--- src/rtl/vga_timing_pkg.sv ---
// vga_timing_pkg: 640x480 timing constants, counter widths, lock states and CRC-16 helpers.
package vga_timing_pkg;
    localparam int H_VISIBLE = 640;
    localparam int H_FRONT   = 16;
    localparam int H_SYNC    = 96;
    localparam int H_BACK    = 48;
    localparam int V_VISIBLE = 480;
    localparam int V_FRONT   = 10;
    localparam int V_SYNC    = 2;
    localparam int V_BACK    = 33;
    localparam int WL        = H_VISIBLE + H_FRONT + H_SYNC + H_BACK;
    localparam int WF        = V_VISIBLE + V_FRONT + V_SYNC + V_BACK;
    localparam int X_W       = $clog2(WL);
    localparam int Y_W       = $clog2(WF);
    localparam int TO_W      = $clog2(2 * WL);
    localparam int PY_W      = 9;

    localparam logic [15:0] CRC_POLY = 16'h1021;
    localparam logic [15:0] CRC_INIT = 16'hFFFF;

    typedef enum logic [1:0] {UNLOCKED, ACQUIRE, LOCKED} lock_state_t;

    // MSB-first CRC-16-CCITT advanced by one 12-bit {r,g,b} pixel
    function automatic logic [15:0] crc16_12(input logic [15:0] crc, input logic [11:0] data);
        logic [15:0] c;
        c = crc;
        for (int i = 11; i >= 0; i--) c = {c[14:0], 1'b0} ^ ((c[15] ^ data[i]) ? CRC_POLY : 16'h0000);
        return c;
    endfunction
endpackage

--- src/rtl/vga_crc16.sv ---
// vga_crc16: CRC-16-CCITT accumulator taking one 12-bit pixel per enabled cycle; init wins over enable.
module vga_crc16
    import vga_timing_pkg::*;
(
    input  logic        clk,
    input  logic        rst,
    input  logic        i_init,
    input  logic        i_en,
    input  logic [11:0] i_data,
    output logic [15:0] o_crc
);
    logic [15:0] r_crc;

    always_ff @(posedge clk) begin
        if (rst || i_init) r_crc <= CRC_INIT;
        else if (i_en)     r_crc <= crc16_12(r_crc, i_data);
    end

    assign o_crc = r_crc;
endmodule

--- src/rtl/vga_sync_monitor.sv ---
// vga_sync_monitor: recovers pixel position from hsync/vsync, locks to VGA timing, counts frames/errors.
// Optional per-frame CRC of visible pixels when VGA_MON_CRC_EN is defined.
module vga_sync_monitor
    import vga_timing_pkg::*;
#(
    parameter int H_VIS = H_VISIBLE,
    parameter int H_FP  = H_FRONT,
    parameter int H_SW  = H_SYNC,
    parameter int H_BP  = H_BACK,
    parameter int V_VIS = V_VISIBLE,
    parameter int V_FP  = V_FRONT,
    parameter int V_SW  = V_SYNC,
    parameter int V_BP  = V_BACK
) (
    input  logic            clk,
    input  logic            rst,
    input  logic            i_hsync_n,
    input  logic            i_vsync_n,
    input  logic [3:0]      i_r,
    input  logic [3:0]      i_g,
    input  logic [3:0]      i_b,
    output logic            o_pix_valid,
    output logic [X_W-1:0]  o_pix_x,
    output logic [PY_W-1:0] o_pix_y,
    output logic [3:0]      o_pix_r,
    output logic [3:0]      o_pix_g,
    output logic [3:0]      o_pix_b,
    output logic            o_locked,
    output logic            o_frame_start,
    output logic [15:0]     o_frame_count,
    output logic [7:0]      o_err_count,
    output logic            o_sync_err
`ifdef VGA_MON_CRC_EN
    ,
    output logic [15:0]     o_frame_crc,
    output logic            o_crc_valid
`endif
);
    localparam int LW = H_VIS + H_FP + H_SW + H_BP;
    localparam int LF = V_VIS + V_FP + V_SW + V_BP;
    localparam logic [X_W-1:0]  X_LAST = X_W'(LW - 1);
    localparam logic [X_W-1:0]  X_VIS  = X_W'(H_VIS);
    localparam logic [X_W-1:0]  X_HF   = X_W'(H_VIS + H_FP);
    localparam logic [X_W-1:0]  X_HR   = X_W'(H_VIS + H_FP + H_SW);
    localparam logic [Y_W-1:0]  Y_LAST = Y_W'(LF - 1);
    localparam logic [Y_W-1:0]  Y_VIS  = Y_W'(V_VIS);
    localparam logic [Y_W-1:0]  Y_VF   = Y_W'(V_VIS + V_FP);
    localparam logic [Y_W-1:0]  Y_VR   = Y_W'(V_VIS + V_FP + V_SW);
    localparam logic [TO_W-1:0] TO_MAX = TO_W'(2 * LW - 1);

    logic            r_hs, r_vs, r_hs_d, r_vs_d, r_hs_seen;
    logic [11:0]     r_rgb;
    logic [X_W-1:0]  r_x, w_x_pred, w_x;
    logic [Y_W-1:0]  r_y, w_y_pred, w_y;
    logic [TO_W-1:0] r_to;
    logic            w_hs_fall, w_hs_rise, w_vs_fall, w_vs_rise, w_x_wrap, w_to, w_err, w_valid, w_frame;
    lock_state_t     r_state, w_next;

    assign w_hs_fall = r_hs_d & ~r_hs;
    assign w_hs_rise = ~r_hs_d & r_hs;
    assign w_vs_fall = r_vs_d & ~r_vs;
    assign w_vs_rise = ~r_vs_d & r_vs;
    // r_x/r_y hold the position of the previous stage-1 sample; w_x/w_y describe the current one
    assign w_x_wrap  = r_x == X_LAST;
    assign w_x_pred  = w_x_wrap ? '0 : r_x + 1'b1;
    assign w_y_pred  = w_x_wrap ? ((r_y == Y_LAST) ? '0 : r_y + 1'b1) : r_y;
    assign w_x       = w_hs_fall ? X_HF : w_x_pred;
    assign w_y       = w_vs_fall ? Y_VF : w_y_pred;
    assign w_to      = (r_to == TO_MAX) && !w_hs_fall;
    assign w_err     = (w_hs_fall && w_x_pred != X_HF) || (w_hs_rise && w_x != X_HR) ||
                       (w_vs_fall && w_y_pred != Y_VF) || (w_vs_rise && w_y != Y_VR) || w_to;
    assign w_valid   = (r_state == LOCKED) && (w_x < X_VIS) && (w_y < Y_VIS);
    assign w_frame   = w_vs_fall && (r_state == LOCKED || w_next == LOCKED);
    assign o_locked  = r_state == LOCKED;

    always_comb begin
        w_next = r_state;
        case (r_state)
            UNLOCKED: w_next = (w_vs_fall && (r_hs_seen || w_hs_fall)) ? ACQUIRE : UNLOCKED;
            ACQUIRE:  w_next = w_err ? UNLOCKED : (w_vs_fall ? LOCKED : ACQUIRE);
            LOCKED:   w_next = w_err ? UNLOCKED : LOCKED;
            default:  w_next = UNLOCKED;
        endcase
    end

    always_ff @(posedge clk) begin
        if (rst) begin
            {r_hs, r_vs, r_hs_d, r_vs_d} <= 4'hF;
            r_hs_seen     <= 1'b0;
            r_rgb         <= '0;
            r_x           <= '0;
            r_y           <= '0;
            r_to          <= '0;
            r_state       <= UNLOCKED;
            o_pix_valid   <= 1'b0;
            o_pix_x       <= '0;
            o_pix_y       <= '0;
            {o_pix_r, o_pix_g, o_pix_b} <= '0;
            o_frame_start <= 1'b0;
            o_frame_count <= '0;
            o_err_count   <= '0;
            o_sync_err    <= 1'b0;
        end else begin
            {r_hs, r_vs} <= {i_hsync_n, i_vsync_n};
            {r_hs_d, r_vs_d} <= {r_hs, r_vs};
            r_rgb         <= {i_r, i_g, i_b};
            r_hs_seen     <= (r_state == UNLOCKED) && (r_hs_seen || w_hs_fall);
            r_x           <= w_x;
            r_y           <= w_y;
            r_to          <= (w_hs_fall || w_to) ? '0 : r_to + 1'b1;
            r_state       <= w_next;
            o_pix_valid   <= w_valid;
            o_pix_x       <= w_x;
            o_pix_y       <= w_y[PY_W-1:0];
            {o_pix_r, o_pix_g, o_pix_b} <= r_rgb;
            o_frame_start <= w_frame;
            o_frame_count <= o_frame_count + {15'd0, w_frame};
            o_sync_err    <= w_err && (r_state != UNLOCKED);
            if (w_err && r_state == LOCKED && o_err_count != 8'hFF) o_err_count <= o_err_count + 1'b1;
        end
    end

`ifdef VGA_MON_CRC_EN
    logic [15:0] w_crc;
    logic        w_crc_evt;

    // frame boundary for the CRC is the first locked sample of row V_VIS
    assign w_crc_evt = (r_state == LOCKED) && (w_y == Y_VIS) && (r_y != Y_VIS);

    vga_crc16 u_crc (
        .clk    (clk),
        .rst    (rst),
        .i_init (w_crc_evt || r_state != LOCKED),
        .i_en   (w_valid),
        .i_data (r_rgb),
        .o_crc  (w_crc)
    );

    always_ff @(posedge clk) begin
        if (rst) begin
            o_frame_crc <= '0;
            o_crc_valid <= 1'b0;
        end else begin
            o_crc_valid <= w_crc_evt;
            if (w_crc_evt) o_frame_crc <= w_crc;
        end
    end
`endif
endmodule

--- config.mk ---
export PLATFORM = sky130hd
export DESIGN_NAME = vga_sync_monitor
export DESIGN_NICKNAME = d
export VERILOG_FILES = /design/src/rtl/vga_timing_pkg.sv /design/src/rtl/vga_crc16.sv /design/src/rtl/vga_sync_monitor.sv
export SDC_FILE = /design/constraint.sdc
export NUM_CORES = 1
export LEC_CHECK = 0
export ABC_AREA = 1
export BUFFER_PORTS_ARGS = -buffer_cell sky130_fd_sc_hd__buf_2
export CORE_MARGIN = 1
export CORE_UTILIZATION = 23
export CTS_BUF_LIST = sky130_fd_sc_hd__clkbuf_4 sky130_fd_sc_hd__clkbuf_8 sky130_fd_sc_hd__clkbuf_16
export CTS_CLUSTER_SIZE = 24
export DETAILED_ROUTE_END_ITERATION = 10
export SLEW_MARGIN = 20
export SYNTH_ARGS = -nofsm -noshare
export SYNTH_HDL_FRONTEND = slang
export SYNTH_SLANG_ARGS = --single-unit
--- constraint.sdc ---
create_clock -name clk -period 9.3 [get_ports clk]
set_input_delay 0.93 -clock clk [delete_from_list [all_inputs] [get_ports clk]]
set_output_delay 0.93 -clock clk [all_outputs]
set_load 0.05 [all_outputs]
== Word level (Yosys, flattened, before mapping) ==
Cells that the tools add are included.
Operators by class
  $add $sub $neg: 5
  order comparisons: 2
  equal/unequal tests: 11
  mux-type cells: 10
  bitwise operators: 8
  reduce and logical (&&, ||, !) cells: 24
Operator list (number)
  2-to-1 mux 10 bit: 5
  adder 10 x 1 -> 10 bit (second input constant): 2
  == test 10 bit (second input constant): 2
  != test 10 bit (second input constant): 2
  != test 10 x 9 -> 1 bit (second input constant): 2
  adder 16 x 1 -> 16 bit: 1
  logical AND 1 bit: 13
  adder 11 x 1 -> 11 bit (second input constant): 1
  == test 11 bit (second input constant): 1
  less-than comparator 10 bit (second input constant): 1
  less-than comparator 10 x 9 -> 1 bit (second input constant): 1
  adder 8 x 1 -> 8 bit (second input constant): 1
  != test 8 bit (second input constant): 1
  logical OR 1 bit: 7
  2-to-1 mux 2 bit: 3
  one-hot mux 2 bit (3 select lines): 1
  AND 1 bit: 4
  == test 2 bit (second input constant): 2
  NOT 1 bit: 4
  == test 2 x 1 -> 1 bit (second input constant): 1
  zero test 2 bit: 1
  nonzero test 2 bit: 1
  OR reduction 2 bit: 1
  zero test 1 bit: 1
  2-to-1 mux 1 bit: 1
Word-level totals
  bits in registers: 98
  bits of input ports: 16
  output and inout bits: 59
  word-level logic and storage cells: 79

== Logic depth before layout (Yosys ltp) ==
Gate-level depths: netlist of the first run.
  word-level depth: 15
  gate-level depth with buffers: 28
  gate-level depth less buffers: 28

== Least setup slack after synthesis of the first run ==
OpenSTA, ideal clock, no wires.
  path kind: register to register
  from: register r_x[0]
  to: register o_frame_count[15]
  setup time: 0.128 ns
  data arrival time: 3.806 ns
  required time: 9.172 ns
  setup slack: 5.366 ns
  cell stages (with the launch flop): 27
  path buffers: 0
  clock period less this slack: 3.934 ns
  cell sequence: dfxtp_1 > ha_1 > nand2_2 > nor2_8 > nand3_4 > or2_0 > nand3_2 > nand2_1 > inv_1 > nand3_2 > nand2_2 > nand4_1 > nand2_1 > nand2_1 > inv_1 > ha_1 > and3_1 > nand3_1 > nor2_1 > nand2_1 > nor3_1 > nand2_1 > nor2_1 > nand3b_1 > nor2_1 > xnor2_1 > nor2_1
Between the ends
  cells in the longest elaborated chain, start to end: 15
  elaborated cells between the ends (all ways): 25
  classes of those cells: add/sub: 2; eq/ne: 6; mux: 7; reduce/logical: 10
RTL lines
  start, declared: RTL line vga_sync_monitor.sv:53  | logic [X_W-1:0] r_x, w_x_pred, w_x;
  start signal, assigned: RTL line vga_sync_monitor.sv:108  | r_x <= w_x;
  adder 10 x 1 -> 10 bit / == test 10 bit (equally long branches): RTL line vga_sync_monitor.sv:65, vga_sync_monitor.sv:64
  2-to-1 mux 10 bit: RTL line vga_sync_monitor.sv:65  | assign w_x_pred = w_x_wrap ? '0 : r_x + 1'b1;
  2-to-1 mux 10 bit: RTL line vga_sync_monitor.sv:67  | assign w_x = w_hs_fall ? X_HF : w_x_pred;
  != test 10 bit: RTL line vga_sync_monitor.sv:70  | assign w_err = (w_hs_fall && w_x_pred != X_HF) || (w_hs_rise && w_x != X_HR) ||
  logical AND 1 bit: RTL line vga_sync_monitor.sv:70
  logical OR 1 bit (2 in series): RTL line vga_sync_monitor.sv:70
  logical OR 1 bit (*) (2 in series): RTL line vga_sync_monitor.sv:71  | (w_vs_fall && w_y_pred != Y_VF) || (w_vs_rise && w_y != Y_VR) || w_to;
  2-to-1 mux 2 bit (on tied branches): RTL line vga_sync_monitor.sv:80, vga_sync_monitor.sv:81
  one-hot mux 2 bit (3 select lines) (*): RTL line vga_sync_monitor.sv:78  | case (r_state)
  == test 2 bit (*): RTL line vga_sync_monitor.sv:73  | assign w_frame = w_vs_fall && (r_state == LOCKED || w_next == LOCKED);
  logical OR 1 bit (*): RTL line vga_sync_monitor.sv:73
  logical AND 1 bit (*): RTL line vga_sync_monitor.sv:73
  named net w_frame: RTL line vga_sync_monitor.sv:56  | logic w_hs_fall, w_hs_rise, w_vs_fall, w_vs_rise, w_x_wrap, w_to, w_err, w_valid, w_frame;
  adder 16 x 1 -> 16 bit (*): RTL line vga_sync_monitor.sv:117  | o_frame_count <= o_frame_count + {15'd0, w_frame};
  end signal, assigned: RTL line vga_sync_monitor.sv:117
  end, declared: RTL line vga_sync_monitor.sv:30  | output logic [15:0] o_frame_count,
Mark *: on every way through the listed nets, which the timed path passes. The rest lies on a longest branch.
A chain may end at the register's enable or synchronous reset.

==> impl_metrics.tcl, run 1 <==
set metrics [dict create \
    detail_route.iter0.violations 296 \
    critical_path.max_fanout 6 \
    cts_max_path_bufs 2 \
    ir_worst_vdd_v 0.000101 \
    maximum_number_of_pins_on_one_net_before_global_route_repair 51 \
    die-height_microns 136 \
    timing_max_transition_violations_final 0 \
    timing.setup.critical_path_class "register to register" \
    worst_r2r_startpoint "o_pix_y[0]" \
    final-hold-violation-count 0 \
    yosys.cell_count.top_type "nand2_1" \
    io_buffers 74 \
    layout-drive-gt1-share 0.170 \
    chipWidth_microns 136 \
    grt_first_pass_wirelength_microns 15600 \
    final_setup_fails 0 \
    syn_avg_cell_area_sq_um 7.13 \
    core.rowCount 48 \
    worst-endpoint-required_ns 9.54 \
    postCtsSetupBuffers 0 \
    area_delta_synth_final_pct 20.0 \
    drtPass1Iterations 4 \
    via_count_of_the_first_global_routing_pass 3340 \
    design.core.area_sq_um 17400 \
    via_per_inst 4.09 \
    route.detailed.wl_per_inst_microns 10.7 \
    worst_setup_path_startpoint "o_pix_y[0]" \
    tritoncts_clock_tree "done" \
    post_synth_net_total 599 \
    postRouteWirelength_microns 9350 \
    clock_sinks 89 \
    design.die.area_sq_um 18400 \
    insertedDiodeCount 0 \
    placed_cells_incl_taps 856 \
    setup-tns-final_ns 0 \
    route.vias.total 3566 \
    place.gp.congestion 0.923 \
    cts_hold_buffers 0 \
    layout.cells.non_filler 872 \
    boundaryPins 75 \
    drt.antenna.violating_nets 0 \
    yosys_warn_count 0 \
    synth_seq_area_share 0.434 \
    cts-buffers-inserted 9 \
    hpwl_microns 6960 \
    clockRootBuffer "clkbuf_16" \
    drc 0 \
    pwr_density_cell_nw_per_um2 165 \
    synth-edff-count 0 \
    clk_pin_slew_ns 0.07 \
    synth.top_cell.area_share 0.434 \
    period_minus_slack_ns 4.01 \
    synth_cells 576 \
    synth-seq-cells 89 \
    synth.cell_area_sq_um 4110 \
    rsz0062_at_grt "false" \
    number_of_antenna_violations_at_the_first_check_in_global_routing 1 \
    clock.fmax_mhz 249 \
    initial_utilization 0.237 \
    leakagePower_uw 0.00239 \
    timing.critical_path.arrival_ns 4.26 \
    timing.slew.headroom 0.382 \
    min-delay-start "r_rgb[6]" \
    min_path_type "register to register" \
    synth_cell_types 40 \
    cell_taking_the_most_area_after_synthesis "dfxtp_1" \
    fin_skew_ns 0.00932 \
    final_clock_period_utilization_by_the_worst_path 0.431 \
    globalRoute.totalOverflow 0 \
    globalRouteTotalUtil 0.108 \
    cp-end-kind "register" \
    finalPower_uw 814 \
    synth_area_leaders "dfxtp_1, nand2_1, nor2_1, inv_1, nand3_1" \
    num-nets-final 665 \
    cap_violations 0 \
    ys.flop_type "dfxtp_1" \
    insertion_delay_ns 0.35 \
    cts.htree.levels 3 \
    post-route-util 0.284 \
    synthArstFlopShare 0 \
    timing_worst_slew_pin_value_ns 0.923 \
    post_cts_resized 0 \
    setup.worst_path.start_class "register" \
    status "finished, final reports clean" \
    synth_top_cells_by_count "nand2_1, nor2_1, dfxtp_1, inv_1, nand3_1" \
]
==> sequential cells by signal (all words and copies together) (netlist names), 2 cells and up <==
name,count
o_pix_b,4
o_pix_g,4
o_err_count,8
r_y,2
o_frame_count,16
o_pix_r,4
r_x,10
r_to,11
r_rgb,12
r_state,2
o_pix_y,8
==> final timing paths <==
kind,cells past startpoint,slack [ns],to
worst max-delay path,23,5.29,o_frame_count[14]
worst min-delay path,2,0.40,o_pix_g[2]
worst max register to register,23,5.29,o_frame_count[14]
worst min register to register,2,0.40,o_pix_g[2]
==> where the power goes <==
| part | total (uW) | switching [uW] | internal (uW) |
|---|---|---|---|
| clock | 348 | 160 | 188 |
| sequential | 399 | 7.27 | 392 |
| combinational | 67.4 | 49.4 | 17.9 |
| total | 814 | 217 | 598 |
==> cell families (layout without fill, tap and decap cells) <==
logic type | Yosys count | after routing | share of synthesized area
compound gates | 55 | 55 | 0.0749
xor+xnor | 12 | 12 | 0.0256
fa+ha+maj | 7 | 7 | 0.0213
buf+inv | 110 | 181 | 0.112
flops | 89 | 89 | 0.434
simple gates | 303 | 303 | 0.333
==> critical path: stages, from the launching register on <==
cell and delay, ns:
dfxtp_1 0.45, ha_1 0.23, nand2_1 0.10, nor2_1 0.21, nand3_1 0.14, nor2_1 0.12, nor2_1 0.05, nor2_1 0.23
nand3_1 0.13, o21bai_2 0.21, nand4_1 0.13, nand2_1 0.08, nand2_1 0.07, inv_1 0.09, ha_1 0.17, ha_1 0.17
nand2_1 0.07, nor2_1 0.13, nand2_1 0.08, nor3_1 0.29, nand4_1 0.22, nor4_1 0.29, a21oi_1 0.11, o21a_1 0.15
==> routing by layer <==
metal  global-route usage  part of all wire
met2                0.164              0.42
met3               0.0370             0.067
met4               0.0418             0.020
met1                0.140              0.49
met5                    0                 0
==> stage by stage <==
stage / instance area (sq um) / hold WS, ns / setup slack, ns
2_1_floorplan: 4110 / 0.388 / 5.37
3_3_place_gp: 4650 / 0.389 / 5.42
3_5_place_dp: 4650 / 0.396 / 5.31
4_1_cts: 4930 / 0.402 / 5.29
5_1_grt: 4930 / 0.424 / 4.72
6_report: 4930 / 0.402 / 5.29
==> final cells by class <==
class	count	area [sq um]
Sequential cell	89	1780
Fill cell	1855	12400
Clock inverter	6	51.3
Clock buffer	10	233
Inverter	91	347
Timing Repair Buffer	74	370
Tap cell	225	282
Multi-Input combinational cell	377	1870
==> placed cells by master, fill, tap and decap left out, types with 2 or more instances in the layout <==
cell / Yosys / routed
and3_1: 2 / 2
nor2_8: 2 / 2
xor2_1: 6 / 6
nand2_4: 2 / 2
o21ai_1: 2 / 2
inv_1: 89 / 89
a21oi_1: 25 / 25
nand4_1: 9 / 9
nor3b_1: 3 / 3
xnor2_1: 6 / 6
nand3_1: 43 / 43
clkbuf_16: 0 / 9
or2_2: 3 / 3
o21a_1: 5 / 5
nor2_1: 98 / 98
ha_1: 7 / 7
clkinv_4: 1 / 4
dfxtp_1: 89 / 89
nand3_4: 2 / 2
nor3_1: 7 / 7
nand2_2: 3 / 3
nand3_2: 2 / 2
o21bai_1: 2 / 2
o21ai_0: 17 / 17
buf_2: 0 / 74
nand2_1: 120 / 120
Power figures use the tool's default switching activity.
==> run 2, diff against run 1 <==
==> constraint.sdc (replaced) <==
create_clock -name clk -period 3.4 [get_ports clk]
set_input_delay 0.34 -clock clk [delete_from_list [all_inputs] [get_ports clk]]
set_output_delay 0.34 -clock clk [all_outputs]
set_load 0.05 [all_outputs]
==> run 2 against run 1 <==
  * Largest cell class unchanged
  * Total power grew to 2.8 times the previous value
  * Clock power rose to 2.7 times the previous value
  * Non-clock buffer count up 52
  * First-iteration DRC count decreased by 38%
  * Combinational power grew to 3.3 times the previous value
  * Cell count grew 6.1%
  * The flow now finishes with violations (setup timing)
==> impl_metrics.tcl, run 2 (synthesis gave the netlist of run 1 again) <==
set metrics [dict create \
    insertion_delay_ns 0.34 \
    grt_first_pass_wirelength_microns 16600 \
    core.rowCount 48 \
    timing.critical_path.arrival_ns 3.64 \
    layout.filler_cells 1846 \
    finalWorstSetupSlack_ns -0.0223 \
    detail_route.iter0.violations 184 \
    area_delta_synth_final_pct 36.9 \
    globalRouteTotalUtil 0.113 \
    timing.slew.headroom 0.404 \
    largest_reg_flops 16 \
    via_count_of_the_first_global_routing_pass 3566 \
    rsz0062_at_grt "true" \
    final-hold-violation-count 0 \
    final_common_cell "nand2_1" \
    largestRegisters "o_frame_count x16, r_rgb x12, r_to x11" \
    r2r_cells 26 \
    maximum_number_of_pins_on_one_net_before_global_route_repair 50 \
    tritoncts_clock_tree "done" \
    min_delay_worst_endpoint "r_hs" \
    status "finished, violations left" \
    ir_worst_vdd_v 0.000217 \
    cts.htree.levels 3 \
    critical_path.max_fanout 6 \
    cts-buffers-inserted 9 \
    fin_skew_ns 0.00842 \
    min-delay-start "i_hsync_n" \
    globalRoute.totalOverflow 0 \
    io_buffers 74 \
    largest-register "o_frame_count" \
    period_minus_slack_ns 3.42 \
    clock.fmax_mhz 292 \
    cts_max_path_bufs 2 \
    post-route-util 0.324 \
    via_per_inst 4.16 \
    design.core.area_sq_um 17400 \
    boundaryPins 75 \
    insertedDiodeCount 0 \
    min_path_type "primary input to register" \
    chipWidth_microns 136 \
    drt.antenna.violating_nets 0 \
    clk_pin_slew_ns 0.07 \
    route.detailed.wl_per_inst_microns 11.0 \
    die-height_microns 136 \
    timing_max_transition_violations_final 0 \
    critical_register_to_register_path_endpoint "o_frame_count[15]" \
    final_clock_period_utilization_by_the_worst_path 1.01 \
    cp_slowest_cell "dfxtp_4" \
    cts_hold_buffers 0 \
    cp-end-kind "register" \
    place.gp.congestion 0.841 \
    worst_hold_path.num_cells 2 \
    hpwl_microns 7240 \
    drc 0 \
    timing_worst_slew_pin_value_ns 0.890 \
    pwr_density_cell_nw_per_um2 401 \
    worst-path-buf-inv 2 \
    finalPower_uw 2250 \
    timing.setup.critical_path_class "register to register" \
    cap_violations 0 \
    violations "setup timing" \
    postRouteWirelength_microns 10100 \
    layout-drive-gt1-share 0.326 \
    dp_slack_ns -0.0571 \
    number_of_antenna_violations_at_the_first_check_in_global_routing 0 \
    setup.worst_path.start_class "register" \
    worst-endpoint-required_ns 3.62 \
    cpPeakStageDelay_ns 0.36 \
    worst_path_dominant_cell_family "simple AND/OR/NAND/NOR gates" \
    clock_sinks 89 \
    num-nets-final 719 \
    route.vias.total 3846 \
    initial_utilization 0.237 \
    clockRootBuffer "clkbuf_16" \
    drtPass1Iterations 4 \
    leakagePower_uw 0.00271 \
    worst_r2r_startpoint "r_x[1]" \
    reg2reg_setup_slack_ns -0.02 \
    final_setup_fails 1 \
    final_cell_mix "nand2_1, inv_1, nor2_1, dfxtp_1, buf_2" \
    design.die.area_sq_um 18400 \
]
run 2: cell type report:
cell class | count | area (sq um) | area share
Inverter | 91 | 349 | 0.0621
Timing Repair Buffer | 126 | 768 | 0.137
Clock inverter | 6 | 52.6 | 0.00935
Timing Repair inverter | 1 | 5.00 | 0.000890
Sequential cell | 89 | 1810 | 0.322
Multi-Input combinational cell | 378 | 2130 | 0.379
Tap cell | 225 | 282 | 0.0501
Clock buffer | 9 | 225 | 0.0401
run 2: layer usage:
layer  vias up  part of all wire  track usage
met1      1700              0.48        0.149
li1       2037                 -            -
met3        13             0.057       0.0325
met4         0             0.015       0.0437
met2        96              0.45        0.174
met5         -                 0            0
run 2: metrics by stage:
step           instance area, sq um  hold slack (ns)  TNS [ns]  cells
2_1_floorplan                  4160            0.388   -0.0854    576
3_3_place_gp                   5050            0.389         0    902
3_5_place_dp                   5050            0.396   -0.0675    902
4_1_cts                        5390            0.168         0    921
5_1_grt                        5620            0.193     -1.23    925
6_report                       5620            0.182   -0.0223    925
run 2: how the worst max path moves through the flow:
stage                     from                 to  slack (ns)  cells past startpoint
floorplan               r_x[0]  o_frame_count[15]       -0.09                     26
global placement    o_pix_y[1]  o_frame_count[13]       0.001                     25
detailed placement  o_pix_y[1]  o_frame_count[15]       -0.06                     25
CTS                     r_x[0]  o_frame_count[15]       0.003                     28
global route            r_x[1]  o_frame_count[15]       -0.37                     28
finish                  r_x[1]  o_frame_count[15]       -0.02                     26
run 2: power by group:
group / switching, uW / total [uW] / internal (uW)
combinational: 148 / 220 / 72.2
clock: 443 / 945 / 502
sequential: 18.1 / 1090 / 1070
total: 609 / 2250 / 1640
run 2: timing repair:
action	CTS	global route
cloned	2	0
resized for setup	8	62
setup buffers	2	5
pin swaps	8	36
endpoints found under the hold margin	0	0
setup endpoints to repair	4	8
==> run 3, diff against run 2 <==
--- a/config.mk
+++ b/config.mk
@@ -6,12 +6,13 @@
 export NUM_CORES = 1
 export LEC_CHECK = 0
 export ABC_AREA = 1
-export BUFFER_PORTS_ARGS = -buffer_cell sky130_fd_sc_hd__buf_2
 export CORE_MARGIN = 1
 export CORE_UTILIZATION = 23
 export CTS_BUF_LIST = sky130_fd_sc_hd__clkbuf_4 sky130_fd_sc_hd__clkbuf_8 sky130_fd_sc_hd__clkbuf_16
 export CTS_CLUSTER_SIZE = 24
 export DETAILED_ROUTE_END_ITERATION = 10
+export DONT_BUFFER_PORTS = 1
+export RECOVER_POWER = 100
 export SLEW_MARGIN = 20
 export SYNTH_ARGS = -nofsm -noshare
 export SYNTH_HDL_FRONTEND = slang
==> run 3 against run 2 <==
  * The run still ends with setup timing left
  * First-iteration DRC count shrank 15%
  * Global-route usage about the same
  * Clock power is 2% higher
  * Core utilization is 0.58 points lower
  * Die area is the same
  * Setup slack worse by 0.078 ns
  * Clock skew shrank 0.00093 ns
  * Cell count is 1.9% lower
  * Wire length down 1.0%
==> impl_metrics.tcl, run 3 (synthesis gave the netlist of run 1 again) <==
set metrics [dict create \
    route.detailed.wl_per_inst_microns 11.1 \
    worst-path-buf-inv 2 \
    p_seq_frac 0.493 \
    timing.slew.headroom 0.381 \
    dpl_cell_area_sq_um 4950 \
    cts_hold_buffers 0 \
    final_common_cell "nand2_1" \
    place.gp.congestion 0.849 \
    final_clock_period_utilization_by_the_worst_path 1.03 \
    clockRootBuffer "clkbuf_16" \
    design.die.area_sq_um 18400 \
    ir_worst_vdd_v 0.000316 \
    cap_violations 0 \
    final-hold-violation-count 0 \
    hpwl_microns 7080 \
    postRouteWirelength_microns 10000 \
    final_cell_mix "nand2_1, nor2_1, inv_1, buf_4, dfxtp_1" \
    largest_reg_flops 16 \
    core.rowCount 48 \
    worst_path_dominant_cell_family "simple AND/OR/NAND/NOR gates" \
    drt.antenna.violating_nets 0 \
    timing_worst_slew_pin_value_ns 0.924 \
    violations "setup timing" \
    dp_slack_ns -0.214 \
    whs_ns 0.0644 \
    power_frac_comb 0.078 \
    io_buffers 0 \
    clock.fmax_mhz 286 \
    critical_path.max_fanout 7 \
    cts.htree.levels 3 \
    route.vias.total 3744 \
    drc 0 \
    min_path_type "primary input to register" \
    timing_max_transition_violations_final 0 \
    period_minus_slack_ns 3.50 \
    fin_skew_ns 0.00749 \
    design_area_sq_um 5520 \
    rsz0062_at_grt "true" \
    clk_pin_slew_ns 0.07 \
    timing.critical_path.arrival_ns 3.73 \
    largestRegisters "o_frame_count x16, r_rgb x12, r_to x11" \
    design.core.area_sq_um 17400 \
    worst-endpoint-required_ns 3.63 \
    setup.worst_path.start_class "register" \
    timing.setup.critical_path_class "register to register" \
    pwr_density_cell_nw_per_um2 408 \
    netSwitchingFraction 0.263 \
    cts-buffers-inserted 9 \
    num-nets-final 699 \
    cp_slowest_cell "dfxtp_4" \
    via_per_inst 4.13 \
    area_delta_synth_final_pct 34.5 \
    initial_utilization 0.237 \
    detail_route.iter0.violations 156 \
    cellInternalPower_uw 1660 \
    die-height_microns 136 \
    post-route-util 0.318 \
    power.clock.fraction 0.428 \
    power.net_switching_uw 593 \
    maximum_number_of_pins_on_one_net_before_global_route_repair 51 \
    status "finished, violations left" \
    finalWorstSetupSlack_ns -0.101 \
    tritoncts_clock_tree "done" \
    cts_max_path_bufs 2 \
    path_common_cell "nand2_1" \
    drtPass1Iterations 4 \
    insertion_delay_ns 0.34 \
    via_count_of_the_first_global_routing_pass 3512 \
    globalRouteTotalUtil 0.113 \
    number_of_antenna_violations_at_the_first_check_in_global_routing 1 \
    final_setup_fails 4 \
    leakagePower_uw 0.00251 \
    cp-end-kind "register" \
    clock_sinks 89 \
    largest-register "o_frame_count" \
    cpPeakStageDelay_ns 0.36 \
    chipWidth_microns 136 \
    layout-drive-gt1-share 0.256 \
    globalRoute.totalOverflow 0 \
    grt_first_pass_wirelength_microns 16400 \
    boundaryPins 75 \
]
[run 3: path summary, 6_finish.rpt]
kind / from / endpoint / slack, ns / cells after the start
worst max-delay path: r_x[1] / o_frame_count[15] / -0.10 / 25
worst min-delay path: rst / r_state[1] / 0.06 / 1
worst max register to register: r_x[1] / o_frame_count[15] / -0.10 / 25
worst min register to register: r_rgb[11] / o_pix_r[3] / 0.40 / 2
[run 3: cell type report]
| cell class | instances | area (sq um) |
|---|---|---|
| sequential | 89 | 1810 |
| clock inverter | 6 | 48.8 |
| inverter | 91 | 352 |
| multi-input combinational | 377 | 2030 |
| antenna | 1 | 2.50 |
| fill | 1822 | 11800 |
| clock buffer | 10 | 239 |
| tap | 225 | 282 |
| timing repair buffer | 108 | 766 |
[run 3: what timing repair did]
item	in CTS	in global routing
endpoints found under the setup margin	6	12
cloned	0	0
pin swaps	16	29
resized for setup	26	28
buffers inserted	25	6
hold endpoints to repair	0	0
[run 3: through the flow]
stage | std cells | TNS, ns | total power, uW
after global routing | 907 | -2.81 | 2350
after floorplan | 576 | -0.0854 | 1260
after CTS | 905 | -0.259 | 2300
after detailed placement | 864 | -0.617 | 1310
final | 907 | -0.253 | 2250
after global placement | 864 | -0.372 | 1310
[run 3: power groups by stage]
| stage | Sequential (uW) | Combinational (uW) | Clock, uW |
|---|---|---|---|
| 6_report | 1110 | 177 | 964 |
| 2_1_floorplan | 1150 | 114 | 0 |
| 5_1_grt | 1110 | 198 | 1040 |
| 3_5_place_dp | 1130 | 178 | 0 |
| 3_3_place_gp | 1130 | 177 | 0 |
| 4_1_cts | 1110 | 184 | 1000 |
[run 3: worst reg2reg max path, stage by stage (launching register included)]
cell      delay (ns)
dfxtp_4         0.36
ha_4            0.14
nand2_4         0.07
nor2_8          0.19
nand3_4         0.16
o21ai_2         0.22
nand2_1         0.11
inv_1           0.07
nand3_1         0.08
o21bai_2        0.16
nand4_1         0.12
nand2_1         0.10
nand2_2         0.07
inv_2           0.06
ha_4            0.14
and3_4          0.19
nand3_2         0.07
nor2_1          0.12
nand2_1         0.08
nor3_2          0.23
nand2_1         0.08
nor2_2          0.14
nand3b_1        0.11
nor2_1          0.14
xnor2_1         0.13
nor2_1          0.06
[run 3: routing by layer]
layer | GRT usage | up-vias | part of all wire
li1 | - | 1991 | -
met1 | 0.143 | 1654 | 0.48
met2 | 0.171 | 77 | 0.43
met3 | 0.0408 | 22 | 0.071
met4 | 0.0512 | 0 | 0.026
met5 | 0 | - | 0
